$ cat config.mk
export PLATFORM = sky130hd
export DESIGN_NAME = dkong_inport_gen
export DESIGN_NICKNAME = d
export VERILOG_FILES = /design/src/rtl/dkong_inport_pkg.sv /design/src/rtl/dkong_debounce.sv /design/src/rtl/dkong_inport_gen.sv
export SDC_FILE = /design/constraint.sdc
export NUM_CORES = 1
export LEC_CHECK = 0
export ABC_AREA = 1
export ABC_CLOCK_PERIOD_IN_PS = 2200
export CAP_MARGIN = 5
export CELL_PAD_IN_SITES_DETAIL_PLACEMENT = 1
export CELL_PAD_IN_SITES_GLOBAL_PLACEMENT = 1
export CORE_ASPECT_RATIO = 2
export CORE_MARGIN = 5
export CORE_UTILIZATION = 50
export CTS_BUF_LIST = sky130_fd_sc_hd__clkbuf_8
export CTS_CLUSTER_DIAMETER = 120
export CTS_CLUSTER_SIZE = 8
export DETAILED_ROUTE_END_ITERATION = 8
export GPL_TIMING_DRIVEN = 0
export PLACE_DENSITY = 0.93
export SLEW_MARGIN = 20
export SYNTH_ARGS = -nofsm -noshare
export SYNTH_HDL_FRONTEND = slang
export SYNTH_HIERARCHICAL = 1
export SYNTH_SLANG_ARGS = --single-unit
$ cat constraint.sdc
create_clock -name I_CLK -period 2.2 [get_ports I_CLK]
set_clock_uncertainty 0.1 [all_clocks]
set_input_delay 0.44 -clock I_CLK [delete_from_list [all_inputs] [get_ports I_CLK]]
set_output_delay 0.44 -clock I_CLK [all_outputs]
set_load 0.03 [all_outputs]
$ cat src/rtl/dkong_inport_pkg.sv
// Shared constants and helpers for the Donkey Kong input-port block.
// Holds the default geometry and the reset-vector builder for the debouncers.
package dkong_inport_pkg;

    localparam int NPORT_DEF     = 4;
    localparam int W_DEF         = 8;
    localparam int DB_TICKS_DEF  = 4;
    localparam int COIN_PORT_DEF = 2;
    localparam int COIN_BIT_DEF  = 7;
    localparam logic [3:0] INV_DEF = 4'b0111;

    // Widest port bus the reset-vector helper can describe (NPORT*W).
    localparam int MAX_BITS = 256;

    // Active-low ports idle at all 1s so every polarity-corrected value resets to 0.
    function automatic logic [MAX_BITS-1:0] stable_rst(input logic [31:0] inv,
                                                       input int nport,
                                                       input int w);
        logic [MAX_BITS-1:0] r;
        r = '0;
        for (int i = 0; i < MAX_BITS; i++) begin
            if (i < nport * w) r[i] = inv[i / w];
        end
        return r;
    endfunction

endpackage

$ cat src/rtl/dkong_debounce.sv
// Two-flop synchroniser plus per-bit tick-counting debouncer for one input port.
// A new level is accepted only after DB_TICKS consecutive ticks at that level.
module dkong_debounce
    import dkong_inport_pkg::*;
#(
    parameter int             W        = W_DEF,
    parameter int             DB_TICKS = DB_TICKS_DEF,
    parameter logic [W-1:0]   RST_VAL  = '0
) (
    input  logic         clk,
    input  logic         rst_n,
    input  logic         tick,
    input  logic [W-1:0] sw,
    output logic [W-1:0] stable
);

    logic [W-1:0] meta;
    logic [W-1:0] sync;

    always_ff @(posedge clk or negedge rst_n) begin
        if (!rst_n) begin
            meta <= RST_VAL;
            sync <= RST_VAL;
        end else begin
            meta <= sw;
            sync <= meta;
        end
    end

    generate
        if (DB_TICKS == 0) begin : g_bypass
            always_ff @(posedge clk or negedge rst_n) begin
                if (!rst_n) stable <= RST_VAL;
                else        stable <= sync;
            end
        end else begin : g_db
            localparam int            CW   = $clog2(DB_TICKS + 1);
            localparam logic [CW-1:0] LAST = CW'(DB_TICKS - 1);

            for (genvar i = 0; i < W; i++) begin : g_bit
                logic [CW-1:0] cnt;
                logic          stable_q;

                // Any sample matching the held level restarts the count.
                always_ff @(posedge clk or negedge rst_n) begin
                    if (!rst_n) begin
                        cnt      <= '0;
                        stable_q <= RST_VAL[i];
                    end else if (sync[i] == stable_q) begin
                        cnt <= '0;
                    end else if (tick) begin
                        if (cnt == LAST) begin
                            stable_q <= sync[i];
                            cnt      <= '0;
                        end else begin
                            cnt <= cnt + 1'b1;
                        end
                    end
                end

                assign stable[i] = stable_q;
            end
        end
    endgenerate

endmodule

$ cat src/rtl/dkong_inport_gen.sv
// Configurable CPU input-port block: debounced switches, per-port polarity,
// sticky coin latch and a wired-OR read mux driven by active-low enables.
module dkong_inport_gen
    import dkong_inport_pkg::*;
#(
    parameter int               NPORT     = NPORT_DEF,
    parameter int               W         = W_DEF,
    parameter logic [NPORT-1:0] INV       = NPORT'(INV_DEF),
    parameter int               DB_TICKS  = DB_TICKS_DEF,
    parameter int               COIN_PORT = COIN_PORT_DEF,
    parameter int               COIN_BIT  = COIN_BIT_DEF
) (
    input  logic               I_CLK,
    input  logic               I_RST_n,
    input  logic               I_TICK,
    input  logic [NPORT*W-1:0] I_SW,
    input  logic [NPORT-1:0]   I_OE_n,
    output logic [W-1:0]       O_D,
    output logic               O_COIN
);

    localparam logic [NPORT*W-1:0] RST_ALL =
        (NPORT*W)'(stable_rst(32'(INV), NPORT, W));

    logic [W-1:0] stable [NPORT];
    logic [W-1:0] val    [NPORT];
    logic [W-1:0] rd     [NPORT];

    logic coin_act;
    logic coin_prev;
    logic coin_lat;
    logic oe_prev;

    generate
        for (genvar p = 0; p < NPORT; p++) begin : g_port
            dkong_debounce #(
                .W        (W),
                .DB_TICKS (DB_TICKS),
                .RST_VAL  (RST_ALL[p*W +: W])
            ) u_db (
                .clk    (I_CLK),
                .rst_n  (I_RST_n),
                .tick   (I_TICK),
                .sw     (I_SW[p*W +: W]),
                .stable (stable[p])
            );

            assign val[p] = INV[p] ? ~stable[p] : stable[p];

            // The coin bit reads as pending until the read that observes it ends.
            if (p == COIN_PORT) begin : g_coin_rd
                always_comb begin
                    rd[p]           = val[p];
                    rd[p][COIN_BIT] = coin_lat | coin_act;
                end
            end else begin : g_plain_rd
                assign rd[p] = val[p];
            end
        end
    endgenerate

    assign coin_act = val[COIN_PORT][COIN_BIT];

    // Clear only on the trailing edge of the read strobe; a new coin edge wins.
    always_ff @(posedge I_CLK or negedge I_RST_n) begin
        if (!I_RST_n) begin
            coin_prev <= 1'b0;
            oe_prev   <= 1'b1;
            coin_lat  <= 1'b0;
        end else begin
            coin_prev <= coin_act;
            oe_prev   <= I_OE_n[COIN_PORT];
            if (coin_act && !coin_prev)
                coin_lat <= 1'b1;
            else if (I_OE_n[COIN_PORT] && !oe_prev)
                coin_lat <= 1'b0;
        end
    end

    assign O_COIN = coin_lat;

    always_comb begin
        O_D = '0;
        for (int p = 0; p < NPORT; p++) begin
            if (!I_OE_n[p]) O_D = O_D | rd[p];
        end
    end

endmodule

==> results of run 1 <==
==> what timing repair did <==
item,in CTS,in global routing
resized for setup,51,14
hold buffers,1,0
pin swaps,7,8
setup endpoints to repair,8,8
buffers inserted,6,7
endpoints found under the hold margin,54,0
==> where the power goes <==
group / switching [µW] / internal, µW / leakage, µW
clock: 1280 / 921 / 0.000188
combinational: 1490 / 1100 / 0.00244
sequential: 513 / 4300 / 0.00238
total: 3280 / 6310 / 0.00501
==> worst register-to-register path, stage by stage (launching register included) <==
cell	delay (ps)
dfstp_2	590
buf_4	120
buf_4	110
inv_1	40
nand2_1	60
nand2_1	150
nand3_1	160
nand2_1	60
==> synthesized netlist by cell type <==
master,count,area (µm²)
nand2_1,234,878.3
nand3_1,167,835.8
dfrtp_1,122,3053
inv_1,116,435.4
dfstp_2,73,1918
a21oi_1,49,245.2
buf_4,34,255.2
o21ai_1,34,170.2
and3_1,32,200.2
ha_1,32,400.4
nor2_1,25,93.84
buf_6,16,180.2
or2_0,6,37.54
buf_2,4,20.02
inv_2,4,15.01
==> stage by stage <==
stage / total power (µW) / TNS (ps) / util / area (µm²) / cells
2_1_floorplan: 6382 / 0 / - / 8738 / 948
3_3_place_gp: 7007 / -1261850 / 0.5467 / 9442 / 1202
3_5_place_dp: 7288 / -3144 / 0.5485 / 9474 / 1203
4_1_cts: 9588 / -13.80 / 0.5715 / 9871 / 1240
5_1_grt: 10200 / -6.874 / 0.5753 / 9936 / 1243
6_report: 9595 / 0 / 0.5753 / 9936 / 1243
==> metal layers <==
| layer | share of wire | GRT usage | vias up |
|---|---|---|---|
| met1 | 0.37 | 0.2509 | 3461 |
| li1 | - | - | 3162 |
| met5 | 0 | 0 | - |
| met3 | 0.030 | 0.04145 | 47 |
| met2 | 0.57 | 0.4240 | 132 |
| met4 | 0.036 | 0.1057 | 0 |
==> flip-flops by register name, indices dropped and copies added, names as in the netlist <==
| signal | cells |
|---|---|
| oe_prev | 1 |
| O_COIN | 1 |
| g_port.u_db/meta | 32 |
| g_port.u_db/sync | 32 |
| g_port.u_db/g_db.g_bit.stable_q | 32 |
| g_port.u_db/g_db.g_bit.cnt | 96 |
| coin_prev | 1 |
==> cell type report <==
cell class	instances	area, µm²	share of cell area
timing repair buffer	59	579.3	0.05831
sequential	195	4971	0.5003
inverter	120	450.4	0.04533
tap	210	262.8	0.02645
multi-input combinational	579	2895	0.2914
clock buffer	18	247.7	0.02493
clock inverter	14	115.1	0.01159
buffer	48	414.1	0.04168
==> cell families (layout without fill, tap and decap cells) <==
group	after synthesis	in the layout	synth area share
buffers and inverters	174	259	0.1037
flip-flops	195	195	0.5689
AND/OR/NAND/NOR	464	464	0.2341
adder cells (fa/ha/maj)	32	32	0.04582
AO/OA/AOI/OAI	83	83	0.04754
==> worst max-delay path by stage <==
| stage | from | to | slack [ps] | cells past startpoint |
|---|---|---|---|---|
| final | g_port[0].u_db/g_db.g_bit[1].stable_q | O_D[1] | 40 | 5 |
| after global routing | g_port[0].u_db/g_db.g_bit[6].stable_q | O_D[6] | -7 | 5 |
| after CTS | g_port[1].u_db/g_db.g_bit[4].stable_q | O_D[4] | -10 | 5 |
| after detailed placement | I_OE_n[2] | O_D[5] | -430 | 4 |
| after global placement | I_RST_n | g_port[3].u_db/meta[6] | -7410 | 1 |
| after floorplan | g_port[0].u_db/g_db.g_bit[0].stable_q | O_D[0] | 680 | 4 |
==> qor.txt, run 1 <==
Vias - 6802
Mapped Cells - 948
Register clock-pin slew on the reported worst setup and hold paths - 100 ps
Die area - 20380 µm²
Detailed-route wire length per cell - 17.98 µm
YS warnings - 6
DR vias/cell - 5.472
Die span in x - 103.5 µm
Max clock buf depth - 2
CP max stage cell - dfstp_2
CP startpoint kind - flop
Worst hold path depth - 1
Cells along the critical path - buf_4 -> nor2_1 -> nor2_2 -> nand3_2 -> buf_6
H-tree depth - 4
VDD IR max - 647.4 µV
Fin crit share - 0.9805
Placement Setup Slack - -432.7 ps
Hold Path Class - input port to flop
Mapped Nets - 1019
Final net count - 1091
Vias in the first global route - 7513
CTS root buffer - clkbuf_8
Status - finished clean
Worst hold slack - 121.6 ps
Leak Pwr - 0.005013 µW
Final hold violation count - 0
Inserted Clock Buffers - 17
Crit-path max FO - 2
Share of cells above drive strength 1 - 0.1801
CP bufs+invs - 2
Port bufs - 44
Worst path max stage delay - 550 ps
Total core area - 17270 µm²
Clk sinks - 195
GRT Total Usage - 0.2320
DIE HEIGHT - 197.0 µm
Worst R2R Start - g_port[0].u_db/g_db.g_bit[2].stable_q
Initial DRC count - 184
Final Max Tran Viols - 0
Cells on worst reg2reg path - 7
WP data required - 1660 ps
Routed Antenna Nets - 0
Worst-Margin Slew - 712.7 ps
Synth unique cells - 15
Area growth syn-to-layout - 13.70%
Total Wirelength - 22350 µm
Worst reg2reg endpoint - g_port[0].u_db/g_db.g_bit[2].cnt[0]
Starting Density - 0.5059
FF-to-FF setup slack - 710 ps
Min-delay src - I_OE_n[2]
DRC - 0
CP arrival - 1620 ps
CP top delay family - flip-flops
Post-DP HPWL - 15290 µm
Largest net degree at the start of global routing - 99
Detailed Routing Iterations Pass 1 - 4
Count of final setup violators - 0
FP Rows - 68
Antenna violations before repair - 0
Flops & latches, synth - 195
Setup slack after layout - 42.90 ps
Hold Path End - oe_prev
CP endpoint kind - primary output
Max Clk Rate - 463.6 MHz
First-pass GRT wire length - 36900 µm
Worst skew pair latency - 470 ps
Antenna cells - 0
Syn avg cell area - 9.218 µm²
Pwr/cell area - 965.7 nW/µm²
Sequential fraction of the synthesis area - 0.5689
Io pins - 48
Filler Cell Count - 2006
Crit Path Class - flop to primary output
Routability cong. - 0.7965
Most frequent cells in the layout - nand2_1, nand3_1, dfrtp_1
Commonest non-fill, non-tap cell in the layout - nand2_1
Min Tclk post-route - 2157 ps
CTS tree - built
Gr ovfl total - 0
Maxcap violations - 0
Post-synthesis cell area - 8738 µm²
Slew headroom - 0.5249
Note: power is estimated with default switching activity, not from simulation.
==> run 2, diff against run 1 <==
Settings changed: DONT_BUFFER_PORTS from default to 1, PLACE_DENSITY 0.93 to 0.88.
==> qor.txt, run 2 (same netlist as run 1, synthesis figures left out) <==
Status - finished with violations
Failing checks - hold timing
CP bufs+invs - 1 (-1)
Final Max Tran Viols - 0 (unchanged)
Worst-Margin Slew - 374.2 ps (-338.4 ps)
FP Rows - 68 (unchanged)
WP data required - 1660 ps (about the same)
Fin crit share - 0.9725 (-0.007987)
Worst path max stage delay - 600 ps (+50 ps)
Worst R2R Start - g_port[0].u_db/g_db.g_bit[1].cnt[0]
Pwr/cell area - 973.5 nW/µm² (+0.81%)
CP max stage cell - dfstp_2
Io pins - 48 (unchanged)
Worst reg2reg endpoint - g_port[0].u_db/g_db.g_bit[1].cnt[0]
Gr ovfl total - 0 (unchanged)
Post-Place Cells - 1158 (-3.7%)
Register area - 4972 µm² (about the same)
Total core area - 17270 µm² (unchanged)
FF-to-FF setup slack - 910 ps (+200 ps)
CTS root buffer - clkbuf_8
Final net count - 1071 (-1.8%)
Crit Path Class - flop to primary output
Top reg by flops - g_port.u_db/g_db.g_bit.cnt
Antenna violations before repair - 0 (unchanged)
Die span in x - 103.5 µm (unchanged)
Placement Setup Slack - 429.9 ps (+862.6 ps)
Post-layout util - 0.5704 (-0.004854)
Multi-input gate area - 2949 µm² (+1.9%)
Most frequent cells in the layout - nand2_1, nand3_1, dfrtp_1
VDD IR max - 505.0 µV (-22%)
CTS Hold Buffers Added - 33 (+32)
Clk sinks - 195 (unchanged)
Count of final setup violators - 0 (unchanged)
Detailed-route wire length per cell - 16.84 µm (-6.4%)
Inserted Clock Buffers - 17 (unchanged)
H-tree depth - 4 (unchanged)
Max Clk Rate - 467.4 MHz (+0.82%)
Maxcap violations - 0 (unchanged)
Initial DRC count - 200 (+8.7%)
Largest net degree at the start of global routing - 196 (+98%)
Slew headroom - 0.7499 (+0.2250)
GRT Total Usage - 0.2150 (-0.01705)
Max clock buf depth - 2 (unchanged)
Starting Density - 0.5059 (unchanged)
Antenna cells - 0 (unchanged)
CP arrival - 1600 ps (-20 ps)
Routability cong. - 0.7614 (-4.4%)
CTS tree - built
Vias in the first global route - 7372 (-1.9%)
Register clock-pin slew on the reported worst setup and hold paths - 100 ps (about the same)
Detailed Routing Iterations Pass 1 - 4 (unchanged)
DRC - 0 (unchanged)
Die area - 20380 µm² (unchanged)
Hold Path Class - input port to asynchronous set/reset pin
Cell area after layout - 9852 µm² (-0.84%)
Total Wirelength - 20590 µm (-7.9%)
Port bufs - 0 (-100%)
Post-DP HPWL - 13750 µm (-10%)
CP endpoint kind - primary output
Final cell count without fillers - 1223 (-1.6%)
Worst skew pair latency - 470 ps (about the same)
Vias - 6515 (-4.2%)
DR vias/cell - 5.327 (-2.7%)
Routed Antenna Nets - 0 (unchanged)
CP top delay family - flip-flops
Share of cells above drive strength 1 - 0.1737 (-0.006317)
CP startpoint kind - flop
DIE HEIGHT - 197.0 µm (unchanged)
Leak Pwr - 0.004932 µW (-1.6%)
Worst hold slack - -444.3 ps (-565.9 ps)
First-pass GRT wire length - 34410 µm (-6.8%)
Filler Cell Count - 1985 (-1.0%)
Setup slack after layout - 60.47 ps (+17.57 ps)
Cells along the critical path - buf_4 -> nor2_1 -> nor2_2 -> nand3_2
Crit-path max FO - 4 (+2)
Area growth syn-to-layout - 12.74%
Placed instance area - 9001 µm² (-5.0%)
Cells on worst reg2reg path - 4 (-3)
Min Tclk post-route - 2140 ps (-17.57 ps)
Commonest non-fill, non-tap cell in the layout - nand2_1
Final hold violation count - 195 (+195)
Max FFs per register - 96 (unchanged)
==> run 2: changes by cell type in the layout (fill, tap and decap cells not counted), moves of 3 or more <==
cell and change:
clkinv_4 +3, nor2_2 +3, nand3_4 +5, inv_6 -3, buf_4 -7, buf_6 -6
clkinv_2 -3, clkdlybuf4s50_1 -34, nand3_1 -4, dlygate4sd3_1 +32
==> run 2: where the power goes <==
group | total, µW | internal (µW) | switching (µW)
logic | 2290 | 971 | 1320
registers | 4830 | 4300 | 526
clock network | 2480 | 1220 | 1260
total | 9590 | 6490 | 3100
==> run 2: how the worst max path moves through the flow <==
stage / start / endpoint / slack, ps / cells after the start
floorplan: g_port[0].u_db/g_db.g_bit[0].stable_q / O_D[0] / 680 / 4
global placement: g_port[0].u_db/g_db.g_bit[4].stable_q / O_D[4] / 440 / 4
detailed placement: g_port[0].u_db/g_db.g_bit[4].stable_q / O_D[4] / 430 / 4
CTS: g_port[0].u_db/g_db.g_bit[5].stable_q / O_D[5] / 3 / 4
global route: g_port[0].u_db/g_db.g_bit[6].stable_q / O_D[6] / -10 / 4
finish: g_port[1].u_db/g_db.g_bit[3].stable_q / O_D[3] / 60 / 4
==> run 2: stage by stage <==
step	total power, µW	setup TNS (ps)	hold slack, ps
after CTS	9643	0	-471.2
after global placement	6802	0	52.42
final	9591	0	-444.3
after global routing	10210	-9.914	-474.8
after detailed placement	7009	0	49.71
after floorplan	6382	0	44.41
==> run 2: repair_timing <==
action,in CTS,in global routing
buffers inserted,0,0
pin swaps,3,0
hold endpoints to repair,228,195
endpoints found under the setup margin,6,6
resized for setup,9,10
==> run 2: layout make-up <==
type,instances,share of cell area
Multi-Input combinational cell,579,0.2993
Clock buffer,20,0.02794
Tap cell,210,0.02667
Timing Repair Buffer,33,0.03353
Sequential cell,195,0.5047
Clock inverter,12,0.01588
Inverter,120,0.04572
Buffer,54,0.04623
==> run 2: per-layer routing <==
metal	routed length, µm	GRT usage	vias to the layer above
met5	0	0	-
met2	11620	0.3989	84
met4	611	0.08838	0
met1	7687	0.2289	3284
met3	666	0.04180	31
li1	-	-	3116
